**src/rtl/fifo_write_arbiter.sv**
```systemverilog
// fifo_write_arbiter: round-robin valid/ready arbiter feeding the single write
// port of a synchronous fifo. Beats are registered into one output stage and
// gated by the fifo's registered almost-full flag.
// Optional build macro FIFO_ARB_BURST_EN: owners keep the grant for up to
// MAX_BURST beats; otherwise the grant is re-arbitrated after every beat.
module fifo_write_arbiter #(
  parameter int unsigned REQUESTERS = 4,
  parameter int unsigned DATA_WIDTH = 16,
  parameter int unsigned MAX_BURST  = 4
) (
  input  logic                             clk_i,
  input  logic                             reset_ni,
  input  logic [REQUESTERS-1:0]            req_valid_i,
  input  logic [REQUESTERS*DATA_WIDTH-1:0] req_data_i,
  output logic [REQUESTERS-1:0]            req_ready_o,
  output logic [REQUESTERS-1:0]            grant_o,
  output logic [DATA_WIDTH-1:0]            fifo_write_data_o,
  output logic                             fifo_write_enable_o,
  input  logic                             fifo_almost_full_i
);

  localparam int unsigned OWNER_W = $clog2(REQUESTERS);

  if (REQUESTERS < 2 || REQUESTERS > 8 || MAX_BURST < 1 || MAX_BURST > 255) begin : g_bad_cfg
    $error("fifo_write_arbiter: parameter out of range");
  end

  typedef enum logic {
    ST_IDLE  = 1'b0,
    ST_GRANT = 1'b1
  } state_t;

  state_t               state_r;
  logic [OWNER_W-1:0]   owner_r;

`ifdef FIFO_ARB_BURST_EN
  localparam int unsigned CNT_W = 8;
  logic [CNT_W-1:0]     beat_cnt_r;
`endif

  logic                  owner_valid;
  logic                  owner_xfer;
  logic [DATA_WIDTH-1:0] owner_data;
  logic                  limit_hit;
  logic                  excl_found;
  logic [OWNER_W-1:0]    excl_idx;
  logic                  incl_found;
  logic [OWNER_W-1:0]    incl_idx;
  logic                  rearb;
  logic                  next_found;
  logic [OWNER_W-1:0]    next_idx;

  // Index 'step' positions after 'base', wrapping modulo REQUESTERS.
  function automatic logic [OWNER_W-1:0] rr_index(input logic [OWNER_W-1:0] base,
                                                  input int unsigned step);
    int unsigned idx;
    idx = 32'(base) + step;
    if (idx >= REQUESTERS) idx = idx - REQUESTERS;
    return OWNER_W'(idx);
  endfunction

  assign owner_valid = req_valid_i[owner_r];
  assign owner_data  = req_data_i[32'(owner_r)*DATA_WIDTH +: DATA_WIDTH];
  assign owner_xfer  = (state_r == ST_GRANT) && !fifo_almost_full_i && owner_valid;

`ifdef FIFO_ARB_BURST_EN
  assign limit_hit = (beat_cnt_r == CNT_W'(MAX_BURST - 1));
`else
  assign limit_hit = 1'b1;
`endif

  // Only the current owner sees ready, and only while the fifo has room.
  always_comb begin
    req_ready_o = '0;
    if (state_r == ST_GRANT && !fifo_almost_full_i) req_ready_o[owner_r] = 1'b1;
  end

  // Round-robin search starting after the owner; the owner itself is the last candidate.
  always_comb begin
    excl_found = 1'b0;
    excl_idx   = owner_r;
    for (int unsigned k = 1; k < REQUESTERS; k++) begin
      if (!excl_found && req_valid_i[rr_index(owner_r, k)]) begin
        excl_found = 1'b1;
        excl_idx   = rr_index(owner_r, k);
      end
    end
    incl_found = excl_found || owner_valid;
    incl_idx   = excl_found ? excl_idx : owner_r;
  end

  // Decide whether ownership is re-evaluated this cycle and who would win.
  always_comb begin
    rearb      = 1'b0;
    next_found = incl_found;
    next_idx   = incl_idx;
    if (state_r == ST_IDLE) begin
      rearb = 1'b1;
    end else if (!fifo_almost_full_i) begin
      if (!owner_valid) begin
        rearb      = 1'b1;
        next_found = excl_found;
        next_idx   = excl_idx;
      end else if (limit_hit) begin
        rearb = 1'b1;
      end
    end
  end

  // State, owner, grant, beat counter and the registered fifo write stage.
  always_ff @(posedge clk_i or negedge reset_ni) begin
    if (!reset_ni) begin
      state_r             <= ST_IDLE;
      owner_r             <= OWNER_W'(REQUESTERS - 1);
      grant_o             <= '0;
      fifo_write_enable_o <= 1'b0;
      fifo_write_data_o   <= '0;
`ifdef FIFO_ARB_BURST_EN
      beat_cnt_r          <= '0;
`endif
    end else begin
      fifo_write_enable_o <= owner_xfer;
      if (owner_xfer) fifo_write_data_o <= owner_data;
      if (rearb) begin
`ifdef FIFO_ARB_BURST_EN
        beat_cnt_r <= '0;
`endif
        if (next_found) begin
          state_r <= ST_GRANT;
          owner_r <= next_idx;
          grant_o <= REQUESTERS'(1) << next_idx;
        end else begin
          state_r <= ST_IDLE;
          grant_o <= '0;
        end
      end else begin
`ifdef FIFO_ARB_BURST_EN
        if (owner_xfer) beat_cnt_r <= beat_cnt_r + 8'd1;
`endif
      end
    end
  end

endmodule
```
**config.mk**
```make
export PLATFORM = sky130hd
export DESIGN_NAME = fifo_write_arbiter
export DESIGN_NICKNAME = d
export VERILOG_FILES = /design/src/rtl/fifo_write_arbiter.sv
export SDC_FILE = /design/constraint.sdc
export NUM_CORES = 1
export LEC_CHECK = 0
export ABC_CLOCK_PERIOD_IN_PS = 3800
export CORE_MARGIN = 3
export CORE_UTILIZATION = 30
export CTS_CLUSTER_DIAMETER = 80
export DETAILED_ROUTE_END_ITERATION = 8
export PLACE_DENSITY = 0.73
export SLEW_MARGIN = 5
export SYNTH_ARGS = -nofsm -noshare
export SYNTH_HDL_FRONTEND = slang
export SYNTH_SLANG_ARGS = --single-unit
```
**constraint.sdc**
```tcl
create_clock -name clk_i -period 3.8 [get_ports clk_i]
set_clock_uncertainty 0.15 [all_clocks]
set_input_delay 0.38 -clock clk_i [delete_from_list [all_inputs] [get_ports clk_i]]
set_output_delay 0.38 -clock clk_i [all_outputs]
set_load 0.02 [all_outputs]
```
Yosys cells after proc, flatten, opt, wreduce, memory -nomap -nowiden --
Cells that the tools add are included.
Cells by class: magnitude comparators 8, shifts and indexed selects 2, reduce and logical (&&, ||, !) cells 10, multiplexer cells 31, add/subtract/negate cells 6
Operators with widths (number):
- variable part select 64 x 7 -> 16 bit | 1
- two-way mux 2 bit | 10
- two-way mux 1 bit | 14
- less-than comparator 2 x 3 -> 1 bit, second input constant | 4
- >= comparator 3 bit, second input constant | 3
- binary-select mux 1 bit (select 2 bit) | 4
- two-way mux 4 bit | 2
- adder 2 x 2 -> 3 bit, second input constant | 2
- subtractor 2 x 1 -> 2 bit, second input constant | 3
- logical AND 1 bit | 5
- left shift 1 x 2 -> 4 bit, first input constant | 1
- adder 2 x 1 -> 3 bit, second input constant | 1
- zero test 1 bit | 3
- demux 1 bit (select 2 bit) | 1
- >= comparator 2 x 1 -> 1 bit, second input constant | 1
- AND reduction 2 bit | 1
- logical OR 1 bit | 1
Storage, ports and cells: flip-flop bits (word level) 24, bits of input ports 71

Longest topological paths before layout --
word-level depth 18, depth in mapped cells 11, gate-level depth less buffers 8

Worst setup path after synthesis --
OpenSTA, ideal clock, no wires.
path type flip-flop to flip-flop, start register owner_r[0], end register grant_o[0], slack 0.872 ns, arrival 2.657 ns, library setup time 0.121 ns, cell stages (with the launch flop) 12, period minus slack after synthesis 2.928 ns, cell sequence dfstp_2 buf_6 buf_2 inv_1 ha_1 buf_1 mux4_2 or3b_1 nand4_1 o21ai_2 and2_4 a22o_1
On the way: word-level cells in the longest chain between the ends 18, elaborated cells on any way between the ends 40, those cells by class 6 x add/sub; 3 x order compare; 1 x shift; 25 x mux; 5 x reduce/logical
Ends and longest elaborated chain:
- start, declared | line 34 | logic [OWNER_W-1:0] owner_r;
- start signal, assigned | line 114 | owner_r <= OWNER_W'(REQUESTERS - 1);
- start signal, assigned | line 130 | owner_r <= next_idx;
- adder 2 x 1 -> 3 bit | line 57 | idx = 32'(base) + step;
- >= comparator 3 bit or subtractor 2 x 1 -> 2 bit (tied branches) | line 58 | if (idx >= REQUESTERS) idx = idx - REQUESTERS;
- two-way mux 2 bit | line 58
- binary-select mux 1 bit (select 2 bit) | line 83 | if (!excl_found && req_valid_i[rr_index(owner_r, k)]) begin
- two-way mux 1 bit (implied by the code) | line 83
- two-way mux 1 bit | line 83
- zero test 1 bit | line 83
- logical AND 1 bit | line 83
- [2 not listed]
- logical AND 1 bit | line 83
- two-way mux 2 bit or two-way mux 1 bit (tied branches) | line 83
- two-way mux 2 bit | line 89 | incl_idx = excl_found ? excl_idx : owner_r;
- two-way mux 2 bit | line 100 | if (!owner_valid) begin
- two-way mux 2 bit | line 99 | end else if (!fifo_almost_full_i) begin
- two-way mux 2 bit | line 97 | if (state_r == ST_IDLE) begin
- left shift 1 x 2 -> 4 bit | line 131 | grant_o <= REQUESTERS'(1) << next_idx;
- two-way mux 4 bit (*) | line 128 | if (next_found) begin
- end signal, assigned | line 131
- end, declared | line 16 | output logic [REQUESTERS-1:0] grant_o,
Every way passes the cells marked *; elsewhere a longest branch is shown, timed or not. The select of a mux whose other input is x is not followed. A chain may end at the register's enable or synchronous reset.

Final worst setup path --
Ends and elaborated chain as after synthesis.

==> flow_metrics.env <==
export IMPL_status="complete, no violations"
export IMPL_cts_sinks=24
export IMPL_min_to="grant_o[1]"
export IMPL_fmax_mhz=337.0
export IMPL_slowest_delay_ns=0.73
export IMPL_drtAntennaViolNets=0
export IMPL_r2r_worst_path_cells=7
export IMPL_met3_usage_pct=4.167
export IMPL_grtUsageMet2_pct=25.20
export IMPL_startpoint_type="flip-flop"
export IMPL_die_area_um2=6684
export IMPL_finalWeightedCongestion=0.8807
export IMPL_yosys_warnings=0
export IMPL_power_leakage_nw=1.096
export IMPL_cap_violations=0
export IMPL_vdd_drop_max_uv=316.1
export IMPL_drtPass1Iterations=4
export IMPL_rsz0062_at_grt="false"
export IMPL_async_flop_share_pct=100.0
export IMPL_wl_mm=4.780
export IMPL_slowest_stage="dfstp_2"
export IMPL_synth_cell_types=38
export IMPL_cp_max_fo=27
export IMPL_yosys_top_cells_count="dfrtp_1 (22), mux4_2 (18), mux2_2 (17)"
export IMPL_slew_limit_headroom_pct=28.79
export IMPL_fp_dieH_um=81.76
export IMPL_fill_cells=480
export IMPL_synth_top_area_share_pct=31.98
export IMPL_diodes=0
export IMPL_worstMarginPinSlew_ns=1.065
export IMPL_dp_hpwl_mm=3.827
export IMPL_clk_path_buf_depth=2
export IMPL_cts_tree="yes"
export IMPL_synth_seq_cells=24
export IMPL_ys_seq_area_share_pct=35.03
export IMPL_viasPerCell=5.040
export IMPL_period_needed_ns=2.967
export IMPL_ctsHoldBuffers=0
export IMPL_syn_to_final_growth_pct=60.76
export IMPL_drive_above_1_share_pct=20.18
export IMPL_clk_pin_slew_worst_paths_ns=0.08
export IMPL_post_cts_buffers=0
export IMPL_start_util_pct=32.27
export IMPL_cts_resized_gates=0
export IMPL_grt_pass1_vias=1447
export IMPL_synth_area_leaders="dfrtp_1 (32%), mux4_2 (24%), mux2_2 (11%)"
export IMPL_grt_overflow_total=0
export IMPL_final_nets=304
export IMPL_clockRootBuffer="clkbuf_8"
export IMPL_place_area_um2=2713
export IMPL_hold_class="reg -> reg"
export IMPL_worst_hold_path_num_cells=2
export IMPL_core_area_um2=5335
export IMPL_avgSynthCellArea_um2=12.30
export IMPL_stdcell_area_um2=2768
export IMPL_antenna_found_initial=0
export IMPL_setup_viol=0
export IMPL_r2r_start="owner_r[0]"
export IMPL_critPathArrivalTime_ns=2.97
export IMPL_use_met1_pct=16.87
export IMPL_synth_area_um2=1722
export IMPL_regToRegEndpoint="grant_o[0]"
export IMPL_grt_pass1_wl_mm=7.286
export IMPL_fin_tns_setup_ns=0
export IMPL_grtUsageTotal_pct=14.32
export IMPL_hp_start="grant_o[1]"
export IMPL_required_ns=3.81
export IMPL_period_share_pct=78.09
export IMPL_r2r_slack_ns=0.83
export IMPL_syn_inst=140
export IMPL_ios=96
export IMPL_drtIter0Drc=91
export IMPL_route_detailed_drc=0
export IMPL_p_total_mw=1.909
export IMPL_portBuffers=95
export IMPL_die_w_um=81.76
export IMPL_post_synth_top_area_cell="dfrtp_1"
export IMPL_synth_edf_count=0
export IMPL_grt_busiest_layer="met2"
export IMPL_via_count=1502
export IMPL_numPlacedInstances=294
export IMPL_setup_worst_path_class="reg -> reg"
export IMPL_wl_per_cell_um=16.04
export IMPL_cts_buffers=3
export IMPL_worstPathCellList="buf_4 > mux4_2 > or3b_1 > nand4_1 > o21ai_2 > and2_4 > a22o_1"
export IMPL_grt_max_degree=28
export IMPL_cp_end_kind="flip-flop"
export IMPL_clk_latency_ns=0.26
export IMPL_drv_slew=0
export IMPL_synth_ff_type="dfrtp_1"
export IMPL_rows=26
export IMPL_power_density_nw_per_um2=689.7
export IMPL_synth_most_common_cell="dfrtp_1"
export IMPL_fin_ws_ns=0.8325
export IMPL_hold_violations=0
export IMPL_stdcell_count=298
export IMPL_pre_cts_slack_ns=0.8232
export IMPL_cts_htree_levels=1
export IMPL_synth_nets=215
==> cell usage in the layout, fill, tap and decap left out, drive strengths merged, types with 2 or more instances in the layout <==
cell	instances
clkbuf	4
a22o	2
nand2	9
and2	6
nor3	2
mux2	17
buf	2
nand4	2
nor2	7
o21ai	7
nor2b	3
a21oi	4
dfstp	2
ha	4
o211ai	2
clkdlybuf4s50	95
dfrtp	22
inv	3
a21o	2
mux4	19
mux2i	3
==> kinds of logic after synthesis <==
family | share of synthesized area (%)
compound gates | 8.575
buf+inv | 4.287
fa+ha+maj | 2.907
mux | 37.94
flops | 35.03
simple gates | 10.76
xor+xnor | 0.5088
==> critical path, delay by kind of cell (launching register included) <==
family | cells | cell delay [ns]
mux | 1 | 0.60
compound gates | 2 | 0.27
buf+inv | 1 | 0.41
flops | 1 | 0.73
simple gates | 3 | 0.70
==> flip-flops by register name (all words and copies together), names as in the netlist <==
register and flops:
owner_r 2, fifo_write_enable_o 1, state_r 1, fifo_write_data_o 16
grant_o 4
==> cell type report <==
type / count / area, um2 / area share (%)
multi-input combinational: 100 / 1045 / 37.75
sequential: 24 / 603.1 / 21.79
inverter: 3 / 11.26 / 0.4069
timing repair buffer: 97 / 965.9 / 34.90
clock buffer: 4 / 55.05 / 1.989
tap: 70 / 87.58 / 3.165
==> routing by layer <==
metal / share of wire, % / vias to the layer above
met2: 49 / 69
met5: 0 / -
met3: 11 / 2
met4: 0.46 / 0
li1: - / 705
met1: 39 / 726
==> power breakdown <==
part,internal [mW],total (mW),leakage (nW),switching [mW]
combinational,0.694,1.28,0.784,0.582
sequential,0.384,0.462,0.283,0.0783
clock,0.0924,0.171,0.0288,0.0787
total,1.17,1.91,1.10,0.739
==> stage by stage <==
stage	hold slack (ns)	utilization, %
finish	0.3551	51.88
global route	0.3793	51.88
CTS	0.3613	51.88
detailed placement	0.3412	50.84
global placement	0.3181	50.84
floorplan	-0.06559	-
==> worst max path at each step <==
| stage | cells past startpoint | slack (ns) | end | from |
|---|---|---|---|---|
| after floorplan | 11 | 0.87 | grant_o[0] | owner_r[0] |
| after global placement | 4 | 0.87 | fifo_write_data_o[6] | owner_r[0] |
| after detailed placement | 7 | 0.82 | grant_o[0] | owner_r[0] |
| after CTS | 7 | 0.81 | grant_o[0] | owner_r[0] |
| after global routing | 4 | 0.66 | fifo_write_data_o[12] | owner_r[0] |
| final | 7 | 0.83 | grant_o[0] | owner_r[0] |
Power figures use the tool's default switching activity.
